`src/rtl/luma_gain_clipper.sv`:
```
// luma_gain_clipper: luma * gain, clipped to [CLIP_MIN, CLIP_MAX], with flags for clip events.
// Latency 2 cycles (input register + output register), throughput 1 per cycle, no handshake.
// Optional macro CLIPPER_CLIP_CNT_EN builds a saturating clip-event counter on CLIP_CNT.
module luma_gain_clipper #(
  parameter logic [11:0] CLIP_MAX = 12'd255,
  parameter logic [11:0] CLIP_MIN = 12'd0,
  parameter int          CNT_W    = 16
) (
  input  logic             CLK,
  input  logic             RST_N,
  input  logic [7:0]       LUMA,
  input  logic [3:0]       GAIN,
  output logic [11:0]      PRODUCT,
  output logic             CLIP_HI,
  output logic             CLIP_LO,
  output logic [CNT_W-1:0] CLIP_CNT
);

  logic [7:0]  LUMA_Q;
  logic [3:0]  GAIN_Q;
  logic [11:0] PROD_RAW;
  logic [11:0] prod_nxt;
  logic        hi_nxt;
  logic        lo_nxt;

  // Stage 1: capture the raw operands every cycle.
  always_ff @(posedge CLK or negedge RST_N) begin
    if (!RST_N) begin
      LUMA_Q <= '0;
      GAIN_Q <= '0;
    end else begin
      LUMA_Q <= LUMA;
      GAIN_Q <= GAIN;
    end
  end

  // Both operands widened to 12 bits so the full product (max 0xEF1) survives.
  assign PROD_RAW = {4'b0000, LUMA_Q} * {8'b0000_0000, GAIN_Q};

  // Clip decision; values equal to either bound are in range and unflagged.
  always_comb begin
    prod_nxt = PROD_RAW;
    hi_nxt   = 1'b0;
    lo_nxt   = 1'b0;
    if (PROD_RAW > CLIP_MAX) begin
      prod_nxt = CLIP_MAX;
      hi_nxt   = 1'b1;
    end else if (PROD_RAW < CLIP_MIN) begin
      prod_nxt = CLIP_MIN;
      lo_nxt   = 1'b1;
    end
  end

  // Stage 2: register the clipped result and its flags.
  always_ff @(posedge CLK or negedge RST_N) begin
    if (!RST_N) begin
      PRODUCT <= '0;
      CLIP_HI <= 1'b0;
      CLIP_LO <= 1'b0;
    end else begin
      PRODUCT <= prod_nxt;
      CLIP_HI <= hi_nxt;
      CLIP_LO <= lo_nxt;
    end
  end

`ifdef CLIPPER_CLIP_CNT_EN
  // Count every edge on which stage 2 loads a clipped result; stick at all-ones.
  always_ff @(posedge CLK or negedge RST_N) begin
    if (!RST_N) begin
      CLIP_CNT <= '0;
    end else if ((hi_nxt || lo_nxt) && (CLIP_CNT != {CNT_W{1'b1}})) begin
      CLIP_CNT <= CLIP_CNT + 1'b1;
    end
  end
`else
  assign CLIP_CNT = '0;
`endif

endmodule

```
`config.mk`:
```
export PLATFORM = sky130hd
export DESIGN_NAME = luma_gain_clipper
export DESIGN_NICKNAME = d
export VERILOG_FILES = /design/src/rtl/luma_gain_clipper.sv
export SDC_FILE = /design/constraint.sdc
export NUM_CORES = 1
export LEC_CHECK = 0
export BUFFER_PORTS_ARGS = -buffer_cell sky130_fd_sc_hd__buf_2
export CORE_MARGIN = 1
export CORE_UTILIZATION = 40
export DETAILED_ROUTE_END_ITERATION = 7
export PLACE_DENSITY = 0.59
export SYNTH_ARGS = -nofsm -noshare
export SYNTH_HDL_FRONTEND = slang
export SYNTH_SLANG_ARGS = --single-unit
```
`constraint.sdc`:
```
create_clock -name CLK -period 7.4 [get_ports CLK]
set_clock_uncertainty 0.15 [all_clocks]
set_input_delay 1.48 -clock CLK [delete_from_list [all_inputs] [get_ports CLK]]
set_output_delay 1.48 -clock CLK [all_outputs]
set_load 0.01 [all_outputs]
```
; ---- Word level (Yosys, flattened, before mapping)
; Index checks and enable logic that the tools add are counted.
[totals]
regBits = 26
input_bits = 14
out_inout_bits = 30
word_cells = 13
[op_classes]
mul = 1
order_cmp = 2
n_mux = 5
[op_table]
columns = op, n
row1 = two-way mux 12 bit, 2
row2 = "> comparator 12 x 8 -> 1 bit, second input constant", 1
row3 = "< comparator 12 x 1 -> 1 bit, second input constant", 1
row4 = multiplier 8 x 4 -> 12 bit, 1
row5 = two-way mux 1 bit, 3

; ---- Depth between registers and ports, before layout
[depth]
depth_word = 4
ltp_mapped = 12
ltp_nobuf = 11

; ---- Worst setup path before layout
; No wires, ideal clock.
[synth_path]
path_type = register -> register
start = register GAIN_Q[3]
end = register PRODUCT[1]
setup_ps = 140
t_arrival_ps = 3147
t_required_ps = 7110
path_slack_ps = 3963
stages_incl_launch_ff = 12
n_path_buf = 0
synth_period_minus_slack_ps = 3437
cell_sequence = dfrtp_1 > and2_1 > fa_1 > inv_1 > fa_1 > inv_1 > ha_1 > nor2b_4 > o2111a_1 > a211oi_2 > mux2i_2 > nand4b_1
[synth_between]
elab_chain_len = 4
elab_cells_between_ends = 5
cone_classes = 1 x mul / 2 x order compare / 2 x mux
[synth_lines]
columns = item, line_no
row1 = from (decl), 20  ; logic [3:0] GAIN_Q;
row2 = from (signal assigned), 30  ; GAIN_Q <= '0;
row3 = from (signal assigned), 33  ; GAIN_Q <= GAIN;
row4 = multiplier 8 x 4 -> 12 bit (*), 38  ; assign PROD_RAW = {4'b0000, LUMA_Q} * {8'b0000_0000, GAIN_Q};
row5 = < comparator 12 x 1 -> 1 bit, 48  ; end else if (PROD_RAW < CLIP_MIN) begin
row6 = two-way mux 12 bit, 48
row7 = two-way mux 12 bit (*), 45  ; if (PROD_RAW > CLIP_MAX) begin
row8 = named net prod_nxt[1], 22  ; logic [11:0] prod_nxt;
row9 = to (signal assigned), 61  ; PRODUCT <= prod_nxt;
row10 = to (decl), 13  ; output logic [11:0] PRODUCT,
; The timed path passes the listed nets; every way through them passes the cells marked *.

; ---- Worst setup path after layout
[layout_path]
start = register GAIN_Q[3]
end = register PRODUCT[6]
; Same word-level chain as after synthesis.

==> reports/metrics.yaml <==
worst_setup_path:
  critical_path_buf_inv_count: 2
  arrival_time_of_the_worst_setup_path_ps: 3650
  critPathCaptureType: "flip-flop"
  regToRegSetupSlack_ps: 3730
  crit_path_max_fanout: 9
  crit_path_max_incr_delay_ps: 530
  critical_path_cell_count: 11
  worst-r2r-cell-count: 11
  path_class: "flip-flop to flip-flop"
  timing.critical_path.max_delay_family: "adder cells"
  worst_r2r_start: "GAIN_Q[3]"
  timing.critical_path.slowest_stage_cell: "fa_1"
  start_kind: "flip-flop"
  worstPathCellList: "and2_1 -> fa_1 -> inv_1 -> fa_1 -> inv_1 -> ha_1 -> nor2b_4 -> o2111a_1 -> a211oi_2 -> mux2i_2 -> nand4_1"
  worst-endpoint-required_ps: 7380
  crit-reg2reg-capture: "PRODUCT[6]"
yosys:
  synth.yosys.seq_area_share: 0.338
  syn-mean-instance-area_sq_um: 10.6
  synth_top_family_by_area: "adder cells"
  syn_inst: 174
  async_reset_ff_frac: 1.00
  most_frequently_used_flop_master_after_synthesis: "dfrtp_1"
  ys_ff_latch: 25
  synth-compound-area-share: 0.0891
  synth_xor_area_frac: 0.0290
  edff_count_synth: 0
  post_synth_num_cell_types: 37
  synthMuxAreaShare: 0.00743
  synth-simple-area-share: 0.182
  yosys.area_share.adder: 0.238
  syn-cell-area_sq_um: 1850
  yosys_warnings: 0
routing:
  finalWirelength_mm: 2.93
  drt_iter0_markers: 44
  drc_violations_left: 0
  detail_route.vias_per_cell: 4.58
  route.vias.total: 1181
  drtPass1Iterations: 4
  detail-route-antenna-nets: 0
  wl_per_cell_um: 11.3
sta:
  unrepaired_setup_endpoints_after_global_routing: "no"
  timing_hold_violations_final: 0
  hold-worst-slack_ps: 455
  worst_slew_pin_slew_ps: 538
  min_period_over_period: 0.496
  finalSetupTns_ps: 0
  finalSetupViolCount: 0
  max_freq_mhz: 272
  maxSlewHeadroom: 0.641
  period_minus_slack_ps: 3670
  final_max_slew_viol_count: 0
cells_and_area:
  final_cells: 258
  antenna_cells_inserted: 0
  layout-area-overhead-vs-synth_pct: 9.52
  final_layout_size_suffix_gt1_frac: 0.180
  layout.nets: 249
outcome:
  outcome: "completed"
clock_tree:
  cts-buffers-inserted: 3
  clk-insertion-delay-late_ps: 260
  cts.path.max_buffers: 2
  number_of_sinks_driven_by_the_clock_tree: 25
  cts_root_buf: "clkbuf_8"
  cts_tree: "yes"
  cts.repair_timing.setup_buffer_count: 0
  cts_hold_buffers: 0
  cts_htree_levels: 1
  cts_repair_resize_count: 0
  path_clk_slew_ps: 80
place:
  dp_hpwl_mm: 2.44
  placement.io_buffers: 26
  gpl.final_weighted_congestion: 0.736
  dpl.cell_count: 254
min_path:
  min_path_type: "flip-flop to flip-flop"
  hp-start: "LUMA_Q[0]"
  hold_path_endpoint: "PRODUCT[0]"
  min_path_cells: 2
global_route:
  gr-usage-met3: 0.0375
  grt.total_usage: 0.130
  grt_antenna_before_repair: 0
  grt_max_degree: 26
  met1_demand_to_capacity_share_in_global_routing: 0.176
  grtUsageMet2: 0.207
  gr-max-usage-layer: "met2"
  via_count_of_the_first_global_routing_pass: 1066
  grt_pass1_wl_mm: 4.98
  grt_overflow: 0
pwr:
  total_leakage_power_nw: 0.993
  power_density_nw_per_um2: 197
  worst_ir_drop_vdd_uv: 96.1
floorplanning:
  ioPinCount: 44
  fp-row-count: 24
  initial_utilization: 0.420
  die-area_sq_um: 4910
  die_height_um: 70.1
  core-area_sq_um: 4410
  die-width_um: 70.1
run:
  timing.max_cap.violations: 0
-- worst register-to-register path, cell delays in order (launching register included) --
cell	delay, ps
dfrtp_1	450
and2_1	180
fa_1	530
inv_1	50
fa_1	520
inv_1	40
ha_1	350
nor2b_4	160
o2111a_1	240
a211oi_2	250
mux2i_2	460
nand4_1	150
-- cell usage in the layout (no fill, tap or decap), drive strengths merged --
| cell | netlist | layout |
|---|---|---|
| nand2 | 8 | 8 |
| nor3 | 2 | 2 |
| o31ai | 1 | 1 |
| and3 | 1 | 1 |
| o21a | 1 | 1 |
| mux2i | 1 | 1 |
| xnor2 | 1 | 1 |
| and2 | 24 | 24 |
| a21o | 2 | 2 |
| nand4 | 6 | 6 |
| conb | 1 | 21 |
| xor2 | 3 | 3 |
| nor2b | 4 | 4 |
| fa | 12 | 12 |
| a21oi | 3 | 3 |
| a211oi | 3 | 3 |
| a211o | 1 | 1 |
| inv | 20 | 20 |
| ha | 16 | 16 |
| o21ai | 7 | 7 |
| buf | 18 | 26 |
| nand3 | 2 | 2 |
| nor3b | 1 | 1 |
| o21bai | 1 | 1 |
| nand4b | 2 | 2 |
| dfrtp | 25 | 25 |
| nor2 | 3 | 3 |
| nor4 | 1 | 1 |
| a31oi | 1 | 1 |
| clkbuf | 0 | 4 |
| o2111a | 1 | 1 |
| nand2b | 2 | 2 |
-- cell families after synthesis --
logic type	after synthesis
and+or+nand+nor	56
buffers and inverters	38
adders and majority gates	28
DFF	25
AOI/OAI and AO/OA	21
xor gates and xnor gates	4
other	1
muxes	1
-- routing by layer --
metal | share of wire | vias up
li1 | - | 601
met2 | 0.48 | 30
met4 | 0.0099 | 0
met5 | 0 | -
met3 | 0.042 | 4
met1 | 0.47 | 546
-- synthesized netlist by cell type (2+ instances only) --
| library cell | count | area (sq um) |
|---|---|---|
| nor2b_1 | 3 | 18.8 |
| a211oi_2 | 2 | 25.0 |
| nand2b_1 | 2 | 12.5 |
| nand2_1 | 8 | 30.0 |
| fa_1 | 12 | 240 |
| a21o_1 | 2 | 15.0 |
| and2_1 | 24 | 150 |
| buf_4 | 17 | 128 |
| nand4b_1 | 2 | 17.5 |
| o21ai_1 | 4 | 20.0 |
| ha_1 | 16 | 200 |
| o21ai_0 | 3 | 15.0 |
| nor3_1 | 2 | 10.0 |
| nand3_1 | 2 | 10.0 |
| a21oi_1 | 2 | 10.0 |
| inv_1 | 20 | 75.1 |
| nand4_1 | 6 | 37.5 |
| xor2_1 | 2 | 17.5 |
| nor2_1 | 3 | 11.3 |
| dfrtp_1 | 25 | 626 |
-- where the power goes --
| part | switching, mW | internal [mW] | total [mW] |
|---|---|---|---|
| Combinational | 0.0932 | 0.0681 | 0.161 |
| Clock | 0.0396 | 0.0385 | 0.0781 |
| Sequential | 0.00628 | 0.153 | 0.159 |
| Total | 0.139 | 0.260 | 0.399 |
-- how the worst max path moves through the flow --
stage | from | to
6_report | GAIN_Q[3] | PRODUCT[6]
3_3_place_gp | GAIN_Q[3] | PRODUCT[4]
4_1_cts | GAIN_Q[3] | PRODUCT[6]
2_1_floorplan | GAIN_Q[3] | PRODUCT[1]
5_1_grt | GAIN_Q[3] | PRODUCT[6]
3_5_place_dp | GAIN_Q[3] | PRODUCT[6]
-- sequential cells by signal, summed over array words and instances (netlist names) --
| register | count |
|---|---|
| CLIP_HI | 1 |
| GAIN_Q | 4 |
| LUMA_Q | 8 |
| PRODUCT | 12 |
-- through the flow --
step / instance area [sq um] / setup slack [ps] / util / power [mW]
after global routing: 2030 / 3600 / 0.460 / 0.432
final: 2030 / 3730 / 0.460 / 0.399
after global placement: 1980 / 3790 / 0.450 / 0.324
after detailed placement: 1980 / 3730 / 0.450 / 0.325
after CTS: 2030 / 3720 / 0.460 / 0.405
after floorplan: 1930 / 3960 / - / 0.291
-- layout make-up --
cell class	count	area, sq um
Fill cell	415	2380
Multi-Input combinational cell	131	1090
Sequential cell	25	626
Timing Repair Buffer	26	130
Inverter	20	75.1
Tap cell	52	65.1
Clock buffer	4	45.0
Power figures use the tool's default switching activity.
